$ cat src/rtl/traffic_phase_sequencer.sv
// Two-road intersection controller: phase FSM, seconds divider, BCD countdown and
// pedestrian request latch. Lamp vectors are {R,Y,G}, registered alongside the state.
module traffic_phase_sequencer #(
   parameter int unsigned TICK_DIV   = 50000000,
   parameter int unsigned GREEN_SEC  = 20,
   parameter int unsigned YELLOW_SEC = 3,
   parameter int unsigned ALLRED_SEC = 2,
   parameter int unsigned PED_SEC    = 5
) (
   input  logic       Clock,
   input  logic       Resetn,
   input  logic       Enable,
   input  logic       PedReq,
   output logic [2:0] MainLight,
   output logic [2:0] SideLight,
   output logic [3:0] Tens,
   output logic [3:0] Ones,
   output logic       PedWait,
   output logic       SecTick
);

   localparam int unsigned DivW = (TICK_DIV > 1) ? $clog2(TICK_DIV) : 1;
   localparam logic [DivW-1:0] DivMax = DivW'(TICK_DIV - 1);

   localparam logic [7:0] GreenBcd  = {4'(GREEN_SEC / 10), 4'(GREEN_SEC % 10)};
   localparam logic [7:0] YellowBcd = {4'(YELLOW_SEC / 10), 4'(YELLOW_SEC % 10)};
   localparam logic [7:0] AllRedBcd = {4'(ALLRED_SEC / 10), 4'(ALLRED_SEC % 10)};
   localparam logic [7:0] PedBcd    = {4'(PED_SEC / 10), 4'(PED_SEC % 10)};
   localparam logic [6:0] PedBin    = 7'(PED_SEC);

   localparam logic [2:0] LampR = 3'b100;
   localparam logic [2:0] LampY = 3'b010;
   localparam logic [2:0] LampG = 3'b001;

   typedef enum logic [2:0] {
      StMg  = 3'd0,
      StMy  = 3'd1,
      StAr1 = 3'd2,
      StSg  = 3'd3,
      StSy  = 3'd4,
      StAr2 = 3'd5
   } state_e;

   state_e          state_q, state_d;
   logic [DivW-1:0] div_q, div_d;
   logic [3:0]      tens_q, tens_d;
   logic [3:0]      ones_q, ones_d;
   logic            ped_q, ped_d;
   logic [2:0]      main_q, main_d;
   logic [2:0]      side_q, side_d;

   logic            tick;
   logic            cnt_one;
   logic [6:0]      cnt_bin;

   function automatic state_e next_phase(input state_e s);
      case (s)
         StMg:    next_phase = StMy;
         StMy:    next_phase = StAr1;
         StAr1:   next_phase = StSg;
         StSg:    next_phase = StSy;
         StSy:    next_phase = StAr2;
         default: next_phase = StMg;
      endcase
   endfunction

   function automatic logic [7:0] phase_bcd(input state_e s);
      case (s)
         StMy, StSy:   phase_bcd = YellowBcd;
         StAr1, StAr2: phase_bcd = AllRedBcd;
         default:      phase_bcd = GreenBcd;
      endcase
   endfunction

   // Returns {Main, Side}; illegal encodings map to the MG pattern.
   function automatic logic [5:0] phase_lamps(input state_e s);
      case (s)
         StMy:         phase_lamps = {LampY, LampR};
         StAr1, StAr2: phase_lamps = {LampR, LampR};
         StSg:         phase_lamps = {LampR, LampG};
         StSy:         phase_lamps = {LampR, LampY};
         default:      phase_lamps = {LampG, LampR};
      endcase
   endfunction

   assign tick    = Enable && (div_q == DivMax);
   assign cnt_one = (tens_q == 4'd0) && (ones_q == 4'd1);
   assign cnt_bin = 7'(tens_q) * 7'd10 + 7'(ones_q);

   always_comb begin
      div_d   = div_q;
      state_d = state_q;
      tens_d  = tens_q;
      ones_d  = ones_q;
      ped_d   = ped_q;

      if (Enable) begin
         div_d = tick ? '0 : div_q + 1'b1;
      end

      if (PedReq && (state_q != StSg)) begin
         ped_d = 1'b1;
      end

      case (state_q)
         StMg, StMy, StAr1, StSg, StSy, StAr2: begin
            if (tick) begin
               if (cnt_one) begin
                  state_d          = next_phase(state_q);
                  {tens_d, ones_d} = phase_bcd(state_d);
               end else if ((state_q == StMg) && ped_q && (cnt_bin > PedBin)) begin
                  // Registered latch only: a PedReq in this same cycle waits a tick.
                  {tens_d, ones_d} = PedBcd;
               end else if (ones_q == 4'd0) begin
                  tens_d = tens_q - 4'd1;
                  ones_d = 4'd9;
               end else begin
                  ones_d = ones_q - 4'd1;
               end
            end
         end
         default: begin
            state_d          = StMg;
            {tens_d, ones_d} = GreenBcd;
         end
      endcase

      if ((state_d == StSg) && (state_q != StSg)) begin
         ped_d = 1'b0;
      end

      {main_d, side_d} = phase_lamps(state_d);
   end

   always_ff @(posedge Clock or negedge Resetn) begin
      if (!Resetn) begin
         state_q <= StMg;
         div_q   <= '0;
         tens_q  <= GreenBcd[7:4];
         ones_q  <= GreenBcd[3:0];
         ped_q   <= 1'b0;
         main_q  <= LampG;
         side_q  <= LampR;
      end else begin
         state_q <= state_d;
         div_q   <= div_d;
         tens_q  <= tens_d;
         ones_q  <= ones_d;
         ped_q   <= ped_d;
         main_q  <= main_d;
         side_q  <= side_d;
      end
   end

   assign MainLight = main_q;
   assign SideLight = side_q;
   assign Tens      = tens_q;
   assign Ones      = ones_q;
   assign PedWait   = ped_q;
   assign SecTick   = tick;

endmodule

$ cat config.mk
export PLATFORM = sky130hd
export DESIGN_NAME = traffic_phase_sequencer
export DESIGN_NICKNAME = d
export VERILOG_FILES = /design/src/rtl/traffic_phase_sequencer.sv
export SDC_FILE = /design/constraint.sdc
export NUM_CORES = 1
export LEC_CHECK = 0
export ABC_AREA = 1
export BUFFER_PORTS_ARGS = -buffer_cell sky130_fd_sc_hd__buf_2
export CAP_MARGIN = 40
export CORE_MARGIN = 4
export CORE_UTILIZATION = 60
export CTS_CLUSTER_SIZE = 16
export DETAILED_ROUTE_END_ITERATION = 16
export GPL_TIMING_DRIVEN = 0
export PLACE_DENSITY = 0.8
export SKIP_CTS_REPAIR_TIMING = 1
export SYNTH_ARGS = -nofsm -noshare
export SYNTH_HDL_FRONTEND = slang
export SYNTH_SLANG_ARGS = --single-unit
$ cat constraint.sdc
create_clock -name Clock -period 2.9 [get_ports Clock]
set_input_delay 0.29 -clock Clock [delete_from_list [all_inputs] [get_ports Clock]]
set_output_delay 0.29 -clock Clock [all_outputs]
set_load 0.005 [all_outputs]
==> metrics.md, run 1 <==
| Metric | Value |
|---|---|
| Yosys warning total | `0` |
| Via count | `2545` |
| Most common cell after layout, fill and taps aside | `nand2_1` |
| Clock latency on the worst-skew pair | `0.30 ns` |
| HP Class | `input port to flop` |
| Layout Skew | `0.00917 ns` |
| Initial antenna violation count | `0` |
| Post-place setup slack | `0.234 ns` |
| WL final | `6.37 mm` |
| GRT met3 Usage | `0.0386` |
| Final period utilization | `0.922` |
| Layout area overhead | `9.51%` |
| Die X | `77.1 um` |
| Ys async rst share | `1.00` |
| WP data arrival | `2.91 ns` |
| Post-Syn Nets | `408` |
| Clk sink count | `44` |
| Worst-path clk slew | `0.09 ns` |
| Syn Area/Cell | `7.30 um^2` |
| Largest net degree at the start of global routing | `29` |
| Syn Inst Count | `393` |
| Clk root buf | `clkbuf_8` |
| Initial drt markers | `222` |
| TritonCTS Buffers | `5` |
| Mapped Area | `2870 um^2` |
| Die Y | `77.1 um` |
| Startpoint type of the worst setup path | `flop` |
| Post-layout minimum cycle time | `2.67 ns` |
| Synth Flop Type | `dfrtp_1` |
| # diodes | `0` |
| Status | `completed` |
| Maxcap violations | `0` |
| Antenna Nets Post-Route | `0` |
| Max clock buf depth | `2` |
| Worst-Margin Slew | `0.400 ns` |
| WL/cell | `13.5 um` |
| Vias in the first global route | `2513` |
| GR peak layer | `met2` |
| TritonRoute pass-1 iters | `4` |
| Yosys reg bits | `44` |
| Endpoints failing hold | `0` |
| FMAX | `374 MHz` |
| Die ar. | `5950 um^2` |
| Sequential share of the synthesized area | `0.385` |
| R2r setup slk | `0.23 ns` |
| Grt met1 use | `0.308` |
| Count of final setup violators | `0` |
| Gr usage total | `0.234` |
| First-pass GRT wire length | `11.4 mm` |
| Final #Nets | `435` |
| Final Wtd Congestion | `0.900` |
| Residual DRC count | `0` |
| RSZ-0062 raised after global routing | `no` |
| Worst-path maximum fanout | `8` |
| I/O Buffers | `18` |
| Post-synth EDFFs | `0` |
| LEAKAGE | `0.00172 uW` |
| Worst EP required | `3.14 ns` |
| Layout cells sized above 1 | `0.150` |
| Via density | `5.38` |
| Core footprint | `4470 um^2` |
| Met2 GRT Util | `0.392` |
| CTS tree | `built` |
| Commonest cells after routing, fill and taps aside | `93 x nand2_1, 58 x inv_1, 50 x nor2_1, 41 x dfrtp_1, 35 x nand3_1` |
| VDD IR max | `0.000248 V` |
| Total grt overflow | `0` |
| Worst setup EP type | `flop` |
| Post-DP HPWL | `4.93 mm` |
| Io pins | `20` |
| Htree depth | `2` |
| P per Cell Area | `438 nW/um^2` |
| Count of different cell masters after synthesis | `39` |
| Final Slew Violations | `0` |
| Worst Path Class, Setup | `flop to flop` |
| Num rows | `24` |
| Effective utilization at floorplan | `0.641` |
| Setup_tns | `0 ns` |
| Final setup margin | `0.227 ns` |
| Max-Slew Margin vs Limit | `0.733` |
## synth_stat cells, types with 3 or more instances
library cell | n | area [um^2]
a21oi_1 | 13 | 65.1
dfrtp_1 | 41 | 1030
dfstp_2 | 3 | 78.8
ha_1 | 9 | 113
inv_1 | 58 | 218
inv_2 | 5 | 18.8
nand2_1 | 93 | 349
nand2_2 | 11 | 68.8
nand3_1 | 35 | 175
nand4_1 | 12 | 75.1
nor2_1 | 50 | 188
nor3_1 | 9 | 45.0
o21ai_0 | 11 | 55.1
o21ai_1 | 3 | 15.0
xor2_1 | 7 | 61.3
## routing by layer
metal  part of all wire  vias up
li1                   -     1315
met1               0.44     1156
met2               0.50       63
met3              0.048       11
met4              0.016        0
met5                  0        -
## area by class of cell
cell class                 instances  area, um^2
fill                             396        1330
timing repair buffer              20         120
sequential                        44        1100
buffer                             3        17.5
inverter                          65         246
clock buffer                       5        68.8
multi-input combinational        281        1500
tap                               52        65.1
clock inverter                     3        18.8
## worst paths after layout
kind / startpoint / end / depth (start not counted)
setup reg to reg: Tens[1] / Tens[1] / 13
setup / recovery: Tens[1] / Tens[1] / 13
hold / removal: PedReq / PedWait / 3
hold reg to reg: div_q[22] / div_q[22] / 1
min in group asynchronous: Resetn / div_q[5] / 2
max in group asynchronous: Resetn / Tens[1] / 3
## power breakdown
part | switching, uW | total (uW) | leakage (uW) | internal [uW]
logic | 163 | 241 | 0.00113 | 77.8
registers | 71.7 | 743 | 0.000540 | 671
clock network | 224 | 392 | 0.0000479 | 168
total | 458 | 1380 | 0.00172 | 917
## through the flow
step	instance area (um^2)	total power (uW)	util	std cells	hold WS, ns
floorplan	2870	917	-	393	-0.00559
global placement	3020	975	0.676	463	0.483
detailed placement	3040	990	0.680	464	0.239
CTS	3130	1380	0.700	472	-0.0885
global route	3140	1450	0.702	473	0.294
finish	3140	1380	0.702	473	0.263
## critical path: stages, from the launching register on
cell and delay (ns):
dfstp_2 0.58, ha_1 0.24, ha_1 0.21, fa_1 0.48, nand2_1 0.09, nand2_1 0.05
a21oi_1 0.11, nand3_1 0.15, nand2_1 0.22, nand3_1 0.13, nand2_2 0.16, clkinv_1 0.08
nand2_1 0.05, nand2_1 0.04
## registers in the layout, summed over array words and instances, names as in the netlist
signal and flops:
MainLight 3, Ones 4, PedWait 1, SideLight 3
Tens 4, div_q 26, state_q 3
## cell families (layout without fill, tap and decap cells)
| logic type | after synthesis | after routing | share of synthesized area |
|---|---|---|---|
| flops | 44 | 44 | 0.385 |
| fa+ha+maj | 11 | 11 | 0.0532 |
| xor+xnor | 8 | 8 | 0.0244 |
| simple gates | 228 | 228 | 0.380 |
| compound gates | 34 | 34 | 0.0654 |
| buf+inv | 68 | 96 | 0.0921 |
No activity file was read; power rests on OpenSTA's default activity.
==> run 2: changes to the inputs <==
--- a/config.mk
+++ b/config.mk
@@ -9,11 +9,11 @@
 export BUFFER_PORTS_ARGS = -buffer_cell sky130_fd_sc_hd__buf_2
 export CAP_MARGIN = 40
 export CORE_MARGIN = 4
-export CORE_UTILIZATION = 60
+export CORE_UTILIZATION = 40
 export CTS_CLUSTER_SIZE = 16
 export DETAILED_ROUTE_END_ITERATION = 16
 export GPL_TIMING_DRIVEN = 0
-export PLACE_DENSITY = 0.8
+export PLACE_DENSITY = 0.58
 export SKIP_CTS_REPAIR_TIMING = 1
 export SYNTH_ARGS = -nofsm -noshare
 export SYNTH_HDL_FRONTEND = slang
==> run 2 against run 1 <==
The run now ends with hold timing left. Routed wire length is 0.33% lower. Utilization is 23 points lower. Setup slack gained 0.017 ns. Count of clock-buffer cells in the layout increased by 1. Sequential share of layout area fell by 0.79 points. Combinational power hardly changed. Worst hold slack got worse by 0.30 ns. Power grew 5.3%. Fmax is 0.63% higher. Clock skew is 0.0023 ns higher. Sequential power about the same.
==> metrics.md, run 2 (synthesis gave the netlist of run 1 again) <==
| Metric | Value |
|---|---|
| Antenna Nets Post-Route | `0` |
| Die ar. | `8590 um^2` |
| Top reg by flops | `div_q` |
| Total grt overflow | `0` |
| Die Y | `92.7 um` |
| First-pass GRT wire length | `11.2 mm` |
| Post-layout minimum cycle time | `2.66 ns` |
| Worst EP required | `3.13 ns` |
| Layout cells sized above 1 | `0.148` |
| Post-DP HPWL | `5.00 mm` |
| Io pins | `20` |
| CTS tree | `built` |
| Maxcap violations | `0` |
| Worst path cell trace | `ha_1 -> ha_1 -> fa_1 -> nand2_1 -> nand2_1 -> a21oi_1 -> nand3_1 -> nand2_1 -> nand3_1 -> nand2_2 -> clkinv_1 -> nand2_1 -> nand2_1` |
| Via count | `2485` |
| Number of fill cells | `711` |
| # diodes | `0` |
| TritonRoute pass-1 iters | `5` |
| WL final | `6.35 mm` |
| Reg area | `1100 um^2` |
| Gr usage total | `0.161` |
| Endpoints failing hold | `20` |
| Vias in the first global route | `2431` |
| Initial antenna violation count | `0` |
| Critical Path Most Common Cell | `nand2_1` |
| WP data arrival | `2.89 ns` |
| Residual DRC count | `0` |
| Layout Skew | `0.0115 ns` |
| Setup_tns | `0 ns` |
| Worst-path maximum fanout | `8` |
| CP max-delay cell | `dfstp_2` |
| FMAX | `376 MHz` |
| Via density | `4.82` |
| Commonest cells after routing, fill and taps aside | `93 x nand2_1, 58 x inv_1, 50 x nor2_1, 41 x dfrtp_1, 35 x nand3_1` |
| Count of final setup violators | `0` |
| Clock latency on the worst-skew pair | `0.30 ns` |
| VDD IR max | `0.000212 V` |
| Tot Pwr | `1450 uW` |
| Startpoint type of the worst setup path | `flop` |
| Worst Path Class, Setup | `flop to flop` |
| RSZ-0062 raised after global routing | `no` |
| TritonCTS Buffers | `5` |
| Effective utilization at floorplan | `0.417` |
| Die X | `92.7 um` |
| Final period utilization | `0.916` |
| LEAKAGE | `0.00173 uW` |
| Final #Nets | `434` |
| Worst setup EP type | `flop` |
| Core footprint | `6870 um^2` |
| WL/cell | `12.3 um` |
| Max-Slew Margin vs Limit | `0.636` |
| Layout area overhead | `12.0%` |
| Worst-path clk slew | `0.09 ns` |
| HP Class | `input port to async pin` |
| Multi-input logic area | `1500 um^2` |
| Fin Hold WS | `-0.0368 ns` |
| CP max stage delay | `0.60 ns` |
| Num rows | `30` |
| Largest net degree at the start of global routing | `24` |
| Status | `finished, violations left` |
| I/O Buffers | `18` |
| Most common cell after layout, fill and taps aside | `nand2_1` |
| Max FFs per register | `26` |
| P per Cell Area | `451 nW/um^2` |
| Max clock buf depth | `2` |
| Clk root buf | `clkbuf_8` |
| Clk sink count | `44` |
| Final Slew Violations | `0` |
| Final Wtd Congestion | `0.888` |
| Initial drt markers | `97` |
| Failing checks | `hold timing` |
| Worst-Margin Slew | `0.546 ns` |
| Htree depth | `2` |
[run 2: worst paths after layout]
| kind | start | endpoint | slack, ns | depth (start not counted) |
|---|---|---|---|---|
| max in group asynchronous | Resetn | SideLight[2] | 2.34 | 2 |
| worst max register to register | Tens[1] | Tens[1] | 0.24 | 13 |
| worst max-delay path | Tens[1] | Tens[1] | 0.24 | 13 |
| worst min-delay path | Resetn | div_q[6] | -0.04 | 1 |
| worst min register to register | div_q[22] | div_q[22] | 0.50 | 1 |
| min in group Clock | PedReq | PedWait | 0.27 | 3 |
[run 2: routing by layer]
metal / wire, um / up-vias / GRT usage
met4: 29 / 0 / 0.0366
met3: 208 / 2 / 0.0301
li1: - / 1314 / -
met5: 0 / - / 0
met2: 3010 / 31 / 0.266
met1: 3100 / 1138 / 0.218
[run 2: layout make-up]
| cell class | instances | share of cell area |
|---|---|---|
| multi-input combinational | 281 | 0.467 |
| sequential | 44 | 0.344 |
| inverter | 65 | 0.0767 |
| tap | 96 | 0.0374 |
| timing repair buffer | 19 | 0.0366 |
| clock buffer | 6 | 0.0226 |
| clock inverter | 2 | 0.0109 |
| buffer | 3 | 0.00545 |
[run 2: per-stage QoR]
step                worst slack (ns)  cells  hold WS, ns   util  instance area (um^2)
finish                         0.244    516      -0.0368  0.468                  3210
global route                  0.0631    516      0.00162  0.468                  3210
CTS                            0.221    516      -0.0141  0.468                  3210
detailed placement             0.248    508        0.309  0.452                  3110
global placement               0.263    507        0.490  0.448                  3080
floorplan                      0.518    393     -0.00559      -                  2870
[run 2: critical path, delay by kind of cell (launching register included)]
family	cells	cell delay (ns)
AOI/OAI and AO/OA	1	0.11
adders and majority gates	3	0.94
buffers and inverters	1	0.08
DFF	1	0.60
and+or+nand+nor	8	0.85
[run 2: power by group]
part | switching [uW] | total (uW) | internal, uW | leakage, uW
Combinational | 160 | 238 | 77.9 | 0.00113
Sequential | 71.6 | 743 | 671 | 0.000540
Clock | 212 | 468 | 256 | 0.0000552
Total | 444 | 1450 | 1010 | 0.00173
